File: config.mk
export PLATFORM = sky130hd
export DESIGN_NAME = add_mlt_ctrl
export DESIGN_NICKNAME = d
export VERILOG_FILES = /design/src/rtl/add_mlt_ctrl.sv
export SDC_FILE = /design/constraint.sdc
export NUM_CORES = 1
export LEC_CHECK = 0
export BUFFER_PORTS_ARGS = -buffer_cell sky130_fd_sc_hd__buf_2
export CAP_MARGIN = 30
export CORE_UTILIZATION = 54
export DETAILED_ROUTE_END_ITERATION = 12
export GPL_TIMING_DRIVEN = 0
export HOLD_SLACK_MARGIN = 0.15
export MAX_ROUTING_LAYER = met4
export PLACE_DENSITY = 0.8
export SYNTH_ARGS = -nofsm -noshare
export SYNTH_HDL_FRONTEND = slang
export SYNTH_SLANG_ARGS = --single-unit
File: constraint.sdc
create_clock -name clk -period 4.4 [get_ports clk]
set_input_delay 0.44 -clock clk [delete_from_list [all_inputs] [get_ports clk]]
set_output_delay 0.44 -clock clk [all_outputs]
set_load 0.1 [all_outputs]
File: src/rtl/add_mlt_ctrl.sv
// Moore controller for the repeated-addition multiplier: loads A/B, clears P,
// then adds A into P and decrements B until the zero comparator reports B==0.
module add_mlt_ctrl #(
    parameter int SETTLE = 2,
    parameter int CW     = 16
) (
    input  logic          clk,
    input  logic          rst,
    input  logic          start,
    input  logic          abort,
    input  logic          eqz,
    output logic          ld_a,
    output logic          ld_b,
    output logic          cr_p,
    output logic          ld_p,
    output logic          dc_b,
    output logic          busy,
    output logic          done,
    output logic [CW-1:0] iter_cnt
);

    localparam logic [2:0] S_IDLE  = 3'd0;
    localparam logic [2:0] S_LOAD  = 3'd1;
    localparam logic [2:0] S_WAIT  = 3'd2;
    localparam logic [2:0] S_CHECK = 3'd3;
    localparam logic [2:0] S_ADD   = 3'd4;
    localparam logic [2:0] S_DONE  = 3'd5;

    // WAIT lasts exactly SETTLE cycles, so the counter starts at SETTLE-1.
    localparam logic [3:0] WAIT_INIT = 4'(SETTLE - 1);

    logic [2:0] state;
    logic [3:0] wait_cnt;

    always_ff @(posedge clk) begin
        if (rst) begin
            state    <= S_IDLE;
            wait_cnt <= '0;
            iter_cnt <= '0;
        end else if (state != S_IDLE && abort) begin
            state <= S_IDLE;
        end else begin
            case (state)
                S_IDLE: begin
                    if (start) begin
                        state    <= S_LOAD;
                        iter_cnt <= '0;
                    end
                end
                S_LOAD: begin
                    state    <= S_WAIT;
                    wait_cnt <= WAIT_INIT;
                end
                S_WAIT: begin
                    if (wait_cnt == 4'd0) begin
                        state <= S_CHECK;
                    end else begin
                        wait_cnt <= wait_cnt - 4'd1;
                    end
                end
                S_CHECK: begin
                    state <= eqz ? S_DONE : S_ADD;
                end
                S_ADD: begin
                    state    <= S_WAIT;
                    wait_cnt <= WAIT_INIT;
                    iter_cnt <= iter_cnt + 1'b1;
                end
                S_DONE: begin
                    state <= S_IDLE;
                end
                default: begin
                    state <= S_IDLE;
                end
            endcase
        end
    end

    always_comb begin
        ld_a = 1'b0;
        ld_b = 1'b0;
        cr_p = 1'b0;
        ld_p = 1'b0;
        dc_b = 1'b0;
        done = 1'b0;
        busy = (state != S_IDLE);
        case (state)
            S_LOAD: begin
                ld_a = 1'b1;
                ld_b = 1'b1;
                cr_p = 1'b1;
            end
            S_ADD: begin
                ld_p = 1'b1;
                dc_b = 1'b1;
            end
            S_DONE: begin
                done = 1'b1;
            end
            default: begin
            end
        endcase
    end

    // Load strobes and update strobes must never overlap on the datapath.
    always_ff @(posedge clk) begin
        if (!rst) begin
            assert (!((ld_a || ld_b || cr_p) && (ld_p || dc_b)));
        end
    end

endmodule

# Word level (Yosys, flattened, before mapping)

Cells that the tools add are included.

Bits in registers: 23
Latch bits: 0
RAM bits: 0
Memory bits (read-only): 0
Input port bits: 5
Output and inout bits: 23
Logic and storage cells: 36
Memories: 0

$add $sub $neg: 2
Multiply operators: 0
Divide/modulo/power cells: 0
Order comparisons: 0
Equal/unequal tests: 8
Shift-type cells: 0
Muxes and demuxes: 11
Bitwise gates (word level): 1
Reduce and logical (&&, ||, !) cells: 11

Operators by type and width:

| cell                                                                   | count |
|---|---|
| 16-bit one-hot mux with 2 select lines                                 | 1 |
| 16-bit by 1-bit adder with 16-bit output (second input constant)       | 1 |
| 16-bit 2-to-1 mux                                                      | 1 |
| 3-bit one-hot mux with 4 select lines                                  | 1 |
| 4-bit one-hot mux with 2 select lines                                  | 1 |
| 3-bit by 2-bit equality test with 1-bit output (second input constant) | 2 |
| 3-bit equality test (second input constant)                            | 2 |
| 3-bit 2-to-1 mux                                                       | 2 |
| 2-bit != test (second input constant)                                  | 3 |
| 3-bit AND reduction                                                    | 2 |
| 4-bit logical NOT                                                      | 1 |
| 1-bit 2-to-1 mux                                                       | 4 |
| 4-bit 2-to-1 mux                                                       | 1 |
| 2-bit nonzero test                                                     | 2 |
| 2-bit OR reduction                                                     | 2 |
| 4-bit by 1-bit subtractor with 4-bit output (second input constant)    | 1 |
| 3-bit by 1-bit equality test with 1-bit output (second input constant) | 1 |
| 3-bit logical NOT                                                      | 1 |
| 3-bit nonzero test                                                     | 1 |
| 2-bit AND reduction                                                    | 1 |
| 1-bit logical AND                                                      | 1 |
| 1-bit inverter                                                         | 1 |

# Logic depth before layout (Yosys ltp)

Gate-level depths: netlist of the first run.

Word-level depth: 4
Depth in mapped cells: 6
Mapped depth without buffers: 6

# Least setup slack after synthesis of the first run

Ideal clock, no wire load.

Path type: register -> output
From: register state[0]
To: output ld_a
Arrival time: 3.532 ns
Required time: 3.960 ns
Path slack: 0.428 ns
Cell stages (with the launch flop): 4
Buffers on the path: 2
Cell sequence: dfxtp_1 -> clkbuf_1 -> nor3b_1 -> buf_4

Cells in the longest elaborated chain, start to end: 2

RTL lines:

| what                                           | RTL line | RTL |
|---|---|---|
| start: declaration                             | 32       | `logic [2:0] state;` |
| start signal: assignment                       | 62       | `state <= eqz ? S_DONE : S_ADD;` |
| 3-bit by 1-bit equality test with 1-bit output | --       |  |
| 1-bit 2-to-1 mux                               | --       |  |
| end: declaration                               | 12       | `output logic ld_a,` |

Every way passes these cells.

# Worst setup path in the final report of the first run

From: register state[0]
To: output ld_a

Cells in the longest elaborated chain, start to end: 2

RTL lines:

| what                                           | RTL line | RTL |
|---|---|---|
| 3-bit by 1-bit equality test with 1-bit output | 87       | `case (state)` |
| 1-bit 2-to-1 mux                               | 87       |  |

Every way passes these cells.

==> results of run 1 <==
## critical path: stages, from the launching register on
cell and delay, ps:
dfxtp_1 370, clkbuf_1 340, nor3b_1 350, buf_4 160, buf_2 410
## kinds of logic (layout without fill, tap and decap cells)
| family | count (synthesis) | after routing |
|---|---|---|
| AO/OA/AOI/OAI | 40 | 40 |
| XOR/XNOR | 5 | 5 |
| adder cells (fa/ha/maj) | 2 | 2 |
| buffers and inverters | 17 | 48 |
| flip-flops | 23 | 23 |
| AND/OR/NAND/NOR | 62 | 62 |
## cell type report
class                      count  area, sq um  share of cell area [%]
sequential                    23          460                    32.1
buffer                        11         52.6                    3.67
timing repair buffer          27          135                    9.43
clock buffer                   3         22.5                    1.57
tap                           27         33.8                    2.36
clock inverter                 1         5.00                   0.349
multi-input combinational    109          701                    48.9
inverter                       6         22.5                    1.57
## per-stage QoR
| stage | cells | setup WS [ps] | hold WS, ps | util, % | total power, mW |
|---|---|---|---|---|---|
| floorplan | 149 | 428 | 464 | - | 0.294 |
| global placement | 203 | 2250 | 459 | 68.1 | 0.306 |
| detailed placement | 203 | 2190 | 474 | 68.1 | 0.308 |
| CTS | 207 | 2000 | 363 | 69.5 | 0.404 |
| global route | 207 | 1870 | 376 | 69.5 | 0.421 |
| finish | 207 | 2010 | 362 | 69.5 | 0.404 |
## cell usage after synthesis, types with 3 or more instances
| library cell | n | area (sq um) |
|---|---|---|
| a21oi_1 | 13 | 65.1 |
| o211ai_1 | 3 | 22.5 |
| xor2_1 | 3 | 26.3 |
| inv_1 | 6 | 22.5 |
| nand4_1 | 4 | 25.0 |
| o31ai_1 | 6 | 45.0 |
| nand3_1 | 6 | 30.0 |
| buf_4 | 3 | 22.5 |
| or4_1 | 4 | 30.0 |
| nor4b_1 | 3 | 26.3 |
| o21ai_0 | 6 | 30.0 |
| or3_1 | 7 | 43.8 |
| dfxtp_1 | 23 | 460 |
| clkbuf_1 | 8 | 30.0 |
| nand2b_1 | 4 | 25.0 |
| nand2_1 | 10 | 37.5 |
| nor2_1 | 10 | 37.5 |
| a31oi_1 | 3 | 18.8 |
## routing by layer
layer | track usage, % | up-vias
met5 | - | -
met4 | 8.57 | 0
met3 | 2.78 | 5
met2 | 43.0 | 31
met1 | 33.3 | 589
li1 | - | 617
## worst min-delay path by stage
stage	endpoint	slack, ps	depth (start not counted)
2_1_floorplan	wait_cnt[1]$_SDFFE_PP0P_	460	2
6_report	state[0]$_SDFFE_PP0P_	360	3
3_3_place_gp	iter_cnt[15]$_SDFFE_PP0P_	460	2
5_1_grt	state[0]$_SDFFE_PP0P_	380	3
3_5_place_dp	iter_cnt[15]$_SDFFE_PP0P_	470	2
4_1_cts	state[0]$_SDFFE_PP0P_	360	3
## flip-flops by register name, indices dropped and copies added (netlist names)
signal    flops
iter_cnt     16
wait_cnt      4
state         3
## report_power, final
| group | switching, mW | internal, mW |
|---|---|---|
| registers | 0.00208 | 0.211 |
| clock network | 0.0651 | 0.0340 |
| logic | 0.0703 | 0.0211 |
==> flow_summary.ini, run 1 <==
[synth]
synth_edf_count = 0
synth-async-reset-ratio_pct = 0
muxShareOfSynthArea_pct = 0
synth-main-ff-cell = dfxtp_1
synth_compound_area_share_pct = 20.9
netlist_area_sq_um = 1240
synth_xor_area_share_pct = 3.54
synth_fa_ha_area_share_pct = 2.02
yosys.area_share.simple_pct = 30.3
syn_inst = 149
yosys_register_bits = 23
ys_seq_area_share_pct = 37.2
syn_area_per_cell_sq_um = 8.30
synth_fp_nets = 156
yosys_warnings = 0
synth_cell_types = 38
synth_top_family_by_area = simple AND/OR/NAND/NOR gates

[routing]
wl_met1_mm = 1.27
initialDrtViolationCount = 25
post_drt_wl_per_cell_um = 13.1
drtAntennaViolNets = 0
wl_met2_mm = 1.31
dr.pass1.iters = 6
vias = 1242
drc = 0
wl_met3_um = 90
drt-vias-per-instance = 6.00
drt_wl_total_mm = 2.71
top_layer_used = met4

[run]
cap_violations = 0

[timing]
relSlewSlack_pct = 68.9
hold_violations = 0
rsz0062_at_grt = false
worstMarginPinSlew_ps = 462
fin_skew_ps = 3.37
fin_setup_tns_ps = 0
finalMaxSlewViolations = 0
timing.fmax_mhz = 418
setup_viol = 0
min_period_ps = 2390
min_period_over_period_pct = 54.3

[die]
design.core.area_sq_um = 2060
row_count = 16
ioPinCount = 28
die_h_um = 49.8
start_util_pct = 60.0
die_area_sq_um = 2480
die_w_um = 49.8

[global_route]
grt_overflow = 0
grt_pass1_vias = 1095
antenna_found_initial = 0
grt_max_degree = 14
grt_pass1_wl_mm = 4.87
track_usage_pct = 26.1

[power]
ir_drop_uv = 265
p_per_area_nw_per_um2 = 282
p_leak_nw = 0.559

[cts]
post-cts-setup-buffers = 0
ctsResizeCount = 0
clockBufferDepth = 2
cts_sinks = 23
clock_latency_ps = 310
cts_root_buffer = clkbuf_4
cts_hold_buf = 0
htree_levels = 1
cts_made_buffers = 3
cts.clk_slew.worst_paths_ps = 130
cts_tree = yes

[status]
outcome = complete, no violations

[place]
post_dp_cell_area_sq_um = 1410
dp_hpwl_mm = 2.04
gp_congestion = 0.761
numPortBuffers = 27

[critical_path]
critPathCaptureType = output pin
reg2reg_to = iter_cnt[15]$_SDFFE_PP0P_
startpoint = state[0]$_SDFFE_PP0P_
reg2regPathDepth = 4
criticalPathCategory = reg2out
crit_fanout = 10
r2r_setup_slack_ps = 2410
cp_data_arrival_time_ps = 1950
start_kind = flop
cp_data_required_time_ps = 3960
r2r_start = iter_cnt[3]$_SDFFE_PP0P_
endpoint = ld_a

[final_layout]
final_common_cell = buf_2
areaGrowthSynthToFinish_pct = 15.9
nets = 188
n_antenna_cell = 0
final_area_sq_um = 1430
n_fill_cell = 178
final_cell_mix = buf_2, dfxtp_1, a21oi_1
drive_above_1_share_pct = 21.1

[worst_hold_path]
min_path_type = in2reg
holdCritStartpoint = eqz
No activity file was read; power rests on OpenSTA's default activity.
==> run 2, diff against run 1 <==
ABC_AREA = 1   (was not set)
CORE_UTILIZATION = 47   (was 54)
PLACE_DENSITY = 0.74   (was 0.8)
clock period = 2 ns   (was 4.4 ns; I/O delays follow)
==> run 2 against run 1 <==
Critical path depth grew 1; largest cell class unchanged; wire length shrank 9.6%; utilization shrank 11 points; critical endpoint is now ld_p; clock power grew 120%; register-to-register slack lost 1900 ps; hold slack lost 170 ps; via count shrank 0.81%; die area grew 16%; final cell count grew 27%.
==> flow_summary.ini, run 2 <==
[status]
outcome = complete, no violations

[final_layout]
nets = 241
postLayoutCoreUtil_pct = 58.9
n_fill_cell = 270
n_antenna_cell = 0
final_cell_mix = nor2_1, nand2_1, buf_2
multiInputGateArea_sq_um = 674
regMostFlops = iter_cnt
drive_above_1_share_pct = 19.3
final_area_sq_um = 1470
largest_reg_flops = 16
final_common_cell = nor2_1
reg.largest.list = iter_cnt: 16 flops, wait_cnt: 4 flops, state: 3 flops
final-seq-area_sq_um = 463
areaGrowthSynthToFinish_pct = 17.1

[routing]
initialDrtViolationCount = 22
drt-vias-per-instance = 4.68
post_drt_wl_per_cell_um = 9.32
drc = 0
dr.pass1.iters = 4
drt_wl_total_mm = 2.45
vias = 1232
drtAntennaViolNets = 0

[global_route]
grt_max_degree = 14
antenna_found_initial = 0
grt_pass1_vias = 977
grt_overflow = 0
track_usage_pct = 19.1
grt_pass1_wl_mm = 3.91

[synth]
synth-main-ff-cell = dfxtp_1
synth-async-reset-ratio_pct = 0
syn_area_per_cell_sq_um = 6.25
synth.area.top_cells = dfxtp_1, nor2_1, nand2_1
ys_seq_area_share_pct = 36.7
syn_inst = 201
synth_cell_types = 20
post-synth-top-area-cell = dfxtp_1
yosys_warnings = 0
netlist_area_sq_um = 1260
synth_most_common_cell = nor2_1
synth_edf_count = 0
synth_fp_nets = 208
synth_common_cells = nor2_1, nand2_1, dfxtp_1
yosys_register_bits = 23
synth_top_cell_area_share_pct = 36.7

[critical_path]
reg2reg_to = iter_cnt[14]$_SDFFE_PP0P_
critPathCaptureType = output pin
crit_fanout = 5
reg2regPathDepth = 8
cp_data_required_time_ps = 1800
criticalPathCategory = reg2out
r2r_start = iter_cnt[1]$_SDFFE_PP0P_
r2r_setup_slack_ps = 550
start_kind = flop
cp_data_arrival_time_ps = 1630

[cts]
clock_latency_ps = 320
cts_root_buffer = clkbuf_4
ctsResizeCount = 0
clockBufferDepth = 2
cts_tree = yes
cts.clk_slew.worst_paths_ps = 130
htree_levels = 1
cts_sinks = 23
cts_made_buffers = 3

[die]
die_w_um = 53.7
start_util_pct = 50.3
ioPinCount = 28
row_count = 18
die_h_um = 53.7
design.core.area_sq_um = 2500
die_area_sq_um = 2880

[timing]
worstMarginPinSlew_ps = 486
min_period_over_period_pct = 91.4
fin_skew_ps = 5.76
hold_violations = 0
timing.fmax_mhz = 547
setup_viol = 0
finalMaxSlewViolations = 0
min_period_ps = 1830
relSlewSlack_pct = 67.8
rsz0062_at_grt = false

[power]
p_clk_share_pct = 12.7
p_per_area_nw_per_um2 = 1180
swShare_pct = 51.1
combPwrFrac_pct = 54.2
ir_drop_uv = 875
seq_power_share_pct = 33.2
p_leak_nw = 0.715
net-switching-power_uw = 888
internal_power_uw = 850

[worst_hold_path]
holdPathStages = 3
min_path_type = in2reg
hold-path-endpoint = state[0]$_SDFFE_PP0P_
holdCritStartpoint = start

[place]
dp_hpwl_mm = 1.85
post_dp_cell_area_sq_um = 1430
gp_congestion = 0.833
numPortBuffers = 27

[run]
cap_violations = 0
## run 2: power groups by stage
stage | clock, mW | combinational [mW] | sequential [mW]
after global routing | 0.249 | 1.03 | 0.583
after floorplan | 0 | 0.774 | 0.618
after detailed placement | 0 | 0.942 | 0.586
after CTS | 0.230 | 0.945 | 0.575
after global placement | 0 | 0.937 | 0.585
final | 0.220 | 0.942 | 0.576
## run 2: metrics by stage
stage	instances	hold slack, ps	total power, mW	setup slack [ps]	TNS (ps)
3_3_place_gp	258	389	1.52	528	0
4_1_cts	263	178	1.75	149	0
6_report	263	189	1.74	171	0
5_1_grt	263	174	1.86	59.7	0
3_5_place_dp	258	394	1.53	525	0
2_1_floorplan	201	262	1.39	-5.03	-10.1
## run 2: area by class of cell
class                   count  area share (%)
plain buffers               5            2.81
clock buffers               3            1.53
clock inverters             1           0.340
inverters                  22            5.61
multi-input cells         151            45.8
flip-flops and latches     23            31.5
well taps                  30            2.55
repair buffers             28            9.86
## run 2: per-layer routing
| metal | vias up | global-route usage (%) | routed length, um |
|---|---|---|---|
| li1 | 685 | - | - |
| met1 | 524 | 24.6 | 1270 |
| met2 | 21 | 29.0 | 1060 |
| met5 | - | - | 0 |
| met4 | 0 | 4.39 | 15 |
| met3 | 2 | 5.93 | 111 |
## run 2: worst max path at each step
stage / start / to
detailed placement: state[0]$_SDFFE_PP0P_ / ld_p
global route: state[0]$_SDFFE_PP0P_ / ld_p
CTS: state[0]$_SDFFE_PP0P_ / ld_p
floorplan: state[0]$_SDFFE_PP0P_ / ld_a
global placement: state[0]$_SDFFE_PP0P_ / ld_p
finish: state[0]$_SDFFE_PP0P_ / ld_p
## run 2: repair_timing
item                      CTS  global route
hold buffers                1             0
buffers inserted            0             0
hold endpoints to repair    2             0
## run 2: worst max-delay path: stages, from the launching register on
cell	delay (ps)
dfxtp_1	370
nor2_2	170
nand2_1	60
inv_1	170
buf_4	140
buf_2	410
## run 2: cells by family after synthesis
kind of cell	after synthesis	share of synthesized area, %
simple gates	131	43.1
buf+inv	27	9.86
flops	23	36.7
xor+xnor	3	2.09
fa+ha+maj	2	1.99
compound gates	15	6.28
